**config.mk**
```make
export PLATFORM = sky130hd
export DESIGN_NAME = rf_envelope_avg_flat
export DESIGN_NICKNAME = d
export VERILOG_FILES = /design/src/rtl/rf_envelope_avg_if.sv /design/src/rtl/rf_envelope_avg.sv /design/src/flat_wrapper.sv
export SDC_FILE = /design/constraint.sdc
export NUM_CORES = 1
export LEC_CHECK = 0
export CAP_MARGIN = 20
export CORE_ASPECT_RATIO = 0.75
export CORE_MARGIN = 2
export CORE_UTILIZATION = 61
export DETAILED_ROUTE_END_ITERATION = 8
export GPL_TIMING_DRIVEN = 0
export PLACE_DENSITY = 0.8
export SYNTH_ARGS = -nofsm -noshare
export SYNTH_HDL_FRONTEND = slang
export SYNTH_SLANG_ARGS = --single-unit
```
**constraint.sdc**
```tcl
create_clock -name clk -period 5.4 [get_ports clk]
set_clock_uncertainty 0.05 [all_clocks]
set_input_delay 1.08 -clock clk [delete_from_list [all_inputs] [get_ports clk]]
set_output_delay 1.08 -clock clk [all_outputs]
set_load 0.01 [all_outputs]
```
**src/rtl/rf_envelope_avg_if.sv**
```systemverilog
// Stream interface for the envelope averager: signed samples in, decimated
// unsigned envelope out through a valid/ready handshake plus a sticky overflow.
interface rf_envelope_avg_if #(
  parameter int DATA_WIDTH = 16
);
  logic                  din_valid;
  logic [DATA_WIDTH-1:0] din;
  logic                  env_ready;
  logic                  env_valid;
  logic [DATA_WIDTH-1:0] env;
  logic                  overflow;

  // Producer of samples and consumer of results (the surrounding system).
  modport master (
    output din_valid, din, env_ready,
    input  env_valid, env, overflow
  );

  // The averager itself.
  modport slave (
    input  din_valid, din, env_ready,
    output env_valid, env, overflow
  );
endinterface

```
**src/rtl/rf_envelope_avg.sv**
```systemverilog
// Envelope estimator: saturating rectifier, boxcar average over 2^WIN_LOG2
// accepted samples, decimation by DECIM, and a one-entry output register with
// a sticky overflow flag when an unconsumed result is overwritten.
module rf_envelope_avg #(
  parameter int DATA_WIDTH = 16,
  parameter int WIN_LOG2   = 3,
  parameter int DECIM      = 4
) (
  input  logic             clk,
  input  logic             reset,
  rf_envelope_avg_if.slave bus
);

  localparam int WIN   = 1 << WIN_LOG2;
  localparam int SUM_W = DATA_WIDTH + WIN_LOG2 - 1;
  localparam int MAG_W = DATA_WIDTH - 1;
  localparam logic [7:0] CNT_LAST = 8'(DECIM - 1);

  // Stage 1: rectified sample
  logic [MAG_W-1:0]      abs_q, abs_d;
  logic                  s1_valid_q;
  logic [DATA_WIDTH-1:0] din_neg;

  // Stage 2: window, running sum, decimation
  logic [MAG_W-1:0]    win_q [WIN];
  logic [SUM_W-1:0]    sum_q, sum_d;
  logic [WIN_LOG2-1:0] wp_q;
  logic [7:0]          cnt_q;
  logic [MAG_W-1:0]    avg_q;
  logic                res_q, res_d;

  // Output register
  logic [DATA_WIDTH-1:0] env_q, env_d;
  logic                  env_valid_q, env_valid_d;
  logic                  overflow_q, overflow_d;

  // Rectify; the most negative input has no positive twin, so it saturates.
  always_comb begin
    din_neg = ~bus.din + 1'b1;
    if (bus.din == {1'b1, {MAG_W{1'b0}}}) begin
      abs_d = '1;
    end else if (bus.din[DATA_WIDTH-1]) begin
      abs_d = din_neg[MAG_W-1:0];
    end else begin
      abs_d = bus.din[MAG_W-1:0];
    end
  end

  // Stage-1 register: capture magnitude and a one-cycle valid flag.
  // NOTE: sequential state uses non-blocking assignments so every register
  // samples pre-edge values regardless of statement order.
  always_ff @(posedge clk or negedge reset) begin
    if (!reset) begin
      abs_q      <= '0;
      s1_valid_q <= 1'b0;
    end else begin
      s1_valid_q <= bus.din_valid;
      if (bus.din_valid) abs_q <= abs_d;
    end
  end

  // Next running sum: drop the oldest entry before adding the newest, so the
  // intermediate never exceeds the window total and cannot wrap.
  always_comb begin
    sum_d = sum_q - SUM_W'(win_q[wp_q]) + SUM_W'(abs_q);
    res_d = s1_valid_q && (cnt_q == CNT_LAST);
  end

  // Stage-2 registers: window buffer, sum, pointer, decimation counter.
  // NOTE: the window buffer is reset entry by entry because warm-up relies on
  // it starting at zero; it is small enough to live in flops.
  always_ff @(posedge clk or negedge reset) begin
    if (!reset) begin
      for (int i = 0; i < WIN; i++) win_q[i] <= '0;
      sum_q <= '0;
      wp_q  <= '0;
      cnt_q <= '0;
      avg_q <= '0;
      res_q <= 1'b0;
    end else begin
      res_q <= res_d;
      if (s1_valid_q) begin
        win_q[wp_q] <= abs_q;
        sum_q       <= sum_d;
        wp_q        <= wp_q + 1'b1;
        avg_q       <= sum_d[SUM_W-1:WIN_LOG2];
        cnt_q       <= (cnt_q == CNT_LAST) ? 8'd0 : cnt_q + 8'd1;
      end
    end
  end

  // Output handshake: a new result always wins; losing an unconsumed one
  // latches the overflow flag.
  // NOTE: every variable gets its hold value first so no latch is inferred.
  always_comb begin
    env_d       = env_q;
    env_valid_d = env_valid_q;
    overflow_d  = overflow_q;
    if (env_valid_q && bus.env_ready) env_valid_d = 1'b0;
    if (res_q) begin
      env_d       = {1'b0, avg_q};
      env_valid_d = 1'b1;
      if (env_valid_q && !bus.env_ready) overflow_d = 1'b1;
    end
  end

  // Output register.
  always_ff @(posedge clk or negedge reset) begin
    if (!reset) begin
      env_q       <= '0;
      env_valid_q <= 1'b0;
      overflow_q  <= 1'b0;
    end else begin
      env_q       <= env_d;
      env_valid_q <= env_valid_d;
      overflow_q  <= overflow_d;
    end
  end

  assign bus.env       = env_q;
  assign bus.env_valid = env_valid_q;
  assign bus.overflow  = overflow_q;

endmodule

```
**src/flat_wrapper.sv**
```systemverilog
// flat-port wrapper written by rule: the top's interface ports become plain ports
module rf_envelope_avg_flat 
#(
  parameter int DATA_WIDTH = 16,
  parameter int WIN_LOG2   = 3,
  parameter int DECIM      = 4
)
  (clk, reset, bus_din_valid, bus_din, bus_env_ready, bus_env_valid, bus_env, bus_overflow);
  rf_envelope_avg_if #(.DATA_WIDTH(DATA_WIDTH)) bus_i ();
  input  logic clk;
  input  logic reset;
  input wire logic [$bits(bus_i.din_valid)-1:0] bus_din_valid;
  input wire logic [$bits(bus_i.din)-1:0] bus_din;
  input wire logic [$bits(bus_i.env_ready)-1:0] bus_env_ready;
  output wire logic [$bits(bus_i.env_valid)-1:0] bus_env_valid;
  output wire logic [$bits(bus_i.env)-1:0] bus_env;
  output wire logic [$bits(bus_i.overflow)-1:0] bus_overflow;
  assign bus_i.din_valid = bus_din_valid;
  assign bus_i.din = bus_din;
  assign bus_i.env_ready = bus_env_ready;
  assign bus_env_valid = bus_i.env_valid;
  assign bus_env = bus_i.env;
  assign bus_overflow = bus_i.overflow;
  rf_envelope_avg #(.DATA_WIDTH(DATA_WIDTH), .WIN_LOG2(WIN_LOG2), .DECIM(DECIM)) u_core (.clk(clk), .reset(reset), .bus(bus_i));
endmodule
```
==> impl_results.md <==
* Status: finished, final reports clean
* Ratio of cells with drive above 1 in the final layout at 20.21%
* Cells after synthesis at 797
* Post-CTS setup buffers at 0
* Diodes inserted at 0
* GP Congestion at approximately 0.90
* Yosys Warn Count at 0
* DRC viols at 0
* CTS tree: built
* Critical Path Source Type: flip-flop
* RSZ-0062 raised after global routing: false
* Clock Tree Buf Depth at 2
* Post-detail-place hpwl at 15020 um
* Die height at about 110 um
* Finished Layout Cells at approximately 1100
* Commonest cells post-synth: dfrtp_1 (183), mux2_2 (93), nand2_1 (84)
* Crit path buf inv count at 3
* Post-synth EDFFs at 0
* Tmin final at 4790 ps
* Worst hold slack at between 400 and 500 ps
* Top Ports at 38
* Vias at ~6400
* CP Max Fanout at 10
* Max Fclk at between 200 and 250 MHz
* Most common cell in the netlist: dfrtp_1
* Cts bufs inserted at 17
* Gr usage total at between 20% and 30%
* Sequential share of the synthesized area at between 40% and 50%
* Final worst slack at between 600 and 700 ps
* IO Port Bufs at 36
* Yosys reg bits at between 150 and 200
* Initial antenna violation count at 0
* CTS root buffer: clkbuf_16
* Setup violators final at 0
* Worst-Skew Late Latency at ~440 ps
* WL/cell at roughly 19 um
* Layout Nets at around 910
* Clk pin slew, worst setup/hold paths at around 70 ps
* Final ANT Viol Nets at 0
* Final worst path period share at roughly 90%
* Setup WS pre-CTS at around 710 ps
* Rows at 38
* Crit path largest cell delay at roughly 650 ps
* Reg2reg path depth at 13
* Hold_buf cts at 0
* First-pass iteration count of the detailed router at 5
* Top FF cell, synth: dfrtp_1
* TNS Setup at 0 ps
* Max-cap violations at 0
* Hold crit path type: reg -> reg
* Die X-Extent at about 150 um
* Fin. max-slew vios at 0
* Synth Area per Inst at roughly 12 um^2
* CP arrival at 5060 ps
* Via density at ~6
* CP cell instances: clkbuf_1 -> clkbuf_1 -> mux4_2 -> mux2_2 -> fa_1 -> inv_1 -> ha_1 -> a211oi_1 -> o211ai_1 -> a21oi_1 -> or2_2 -> a2bb2oi_1 -> nand4_1
* CP max stage cell: clkbuf_1
* Htree depth at 4
* Yosys cell types at 55
* Share of the synthesized area in the top cell type at just under 50%
* Slew HR at between 30% and 40%
* CTS Sinks at 183
* WS Path Type: reg -> reg
* Placed Cells incl. Taps at just over 1000
* Most used cell, CP: clkbuf_1
* Yosys top cell by area: dfrtp_1
* DRT Wirelength at 20490 um
* Largest cells by area after synthesis: dfrtp_1 (50%), mux2_2 (11%), mux4_2 (7.3%)
* Slew @ Worst Pin at 992.3 ps
* Fill cells at 995
* Async SR Flop Fraction at 100.0%
* CP Capture Type: flip-flop
* Core ar. at 14640 um^2
* Synthesis-to-layout area growth at 13.73%
* Final hold vios at 0
* CP delay by family, top: compound AO/OA/AOI/OAI gates
* Levels on crit path at 13
* Syn_nets at 853
* Iteration-0 DRC Markers at 511
* Cts repair resizes at 0
* Synthesized area at 9229 um^2
* Cells on Worst Hold Path at 1
* Starting density of the core at between 60% and 70%
* Vias in the first global route at 6688
* Gr ovfl total at 0
* First-pass GRT wire length at approximately 34000 um
* Die area at around 16000 um^2
* Largest net degree at the start of global routing at between 100 and 150
* Worst path required time at about 5700 ps
cell usage in the layout (no fill, tap or decap), types with 29 or more instances in the layout:
cell type,n
inv_1,75
a21oi_1,29
clkbuf_1,30
mux2_2,93
mux4_2,30
nand2_1,84
clkdlybuf4s50_1,35
o21ai_0,72
dfrtp_1,183
nor2_1,29
per-stage QoR:
stage	utilization, %	area (um^2)
2_1_floorplan	-	9229
3_3_place_gp	67.19	9839
3_5_place_dp	67.41	9872
4_1_cts	71.68	10500
5_1_grt	71.68	10500
6_report	71.68	10500
flip-flops by register name, indices dropped and copies added (netlist names):
name                  cells
u_core.bus.overflow       1
u_core.win_q            120
u_core.bus.env_valid      1
u_core.res_q              1
u_core.sum_q              3
u_core.bus.env           15
u_core.wp_q               3
u_core.avg_q             15
u_core.cnt_q              8
u_core.abs_q             15
u_core.s1_valid_q         1
final timing paths:
check,start,end,slack [ps]
min reg2reg,u_core.cnt_q[7]$_DFFE_PN0P_,u_core.cnt_q[7]$_DFFE_PN0P_,430
max reg2reg,u_core.wp_q[1]$_DFFE_PN0P_,u_core.avg_q[14]$_DFFE_PN0P_,610
max,u_core.wp_q[1]$_DFFE_PN0P_,u_core.avg_q[14]$_DFFE_PN0P_,610
min,u_core.cnt_q[7]$_DFFE_PN0P_,u_core.cnt_q[7]$_DFFE_PN0P_,430
max in group asynchronous,reset,u_core.avg_q[11]$_DFFE_PN0P_,3850
min in group asynchronous,reset,u_core.win_q[92]$_DFFE_PN0P_,530
routing by layer:
metal | part of all wire [%] | vias up | global-route usage [%]
met5 | 0 | - | 0
li1 | - | 2891 | -
met1 | 44 | 3252 | 38.84
met3 | 6.0 | 38 | 6.116
met2 | 48 | 189 | 42.30
met4 | 1.9 | 0 | 9.061
cell type report:
cell class                 instances  area [um^2]  share of cell area [%]
clock buffer                      19        452.9                   4.315
multi-input combinational        499         4200                   40.02
buffer                            40        167.7                   1.597
inverter                          75        281.5                   2.682
timing repair buffer              37        392.9                   3.743
clock inverter                    13        171.4                   1.633
tap                              200        250.2                   2.384
sequential                       183         4579                   43.63
logic make-up (layout without fill, tap and decap cells):
family | Yosys count | after routing | synth area share [%]
AO/OA/AOI/OAI | 147 | 147 | 9.436
XOR/XNOR | 29 | 29 | 2.752
adder cells (fa/ha/maj) | 36 | 36 | 6.101
buffers and inverters | 115 | 184 | 4.867
flip-flops | 183 | 183 | 49.62
multiplexers | 128 | 128 | 19.21
other | 1 | 1 | 0.04063
AND/OR/NAND/NOR | 158 | 158 | 7.972
Power is not shown: default switching activity piles up to over one toggle a cycle in this logic, so the estimate is an artifact.
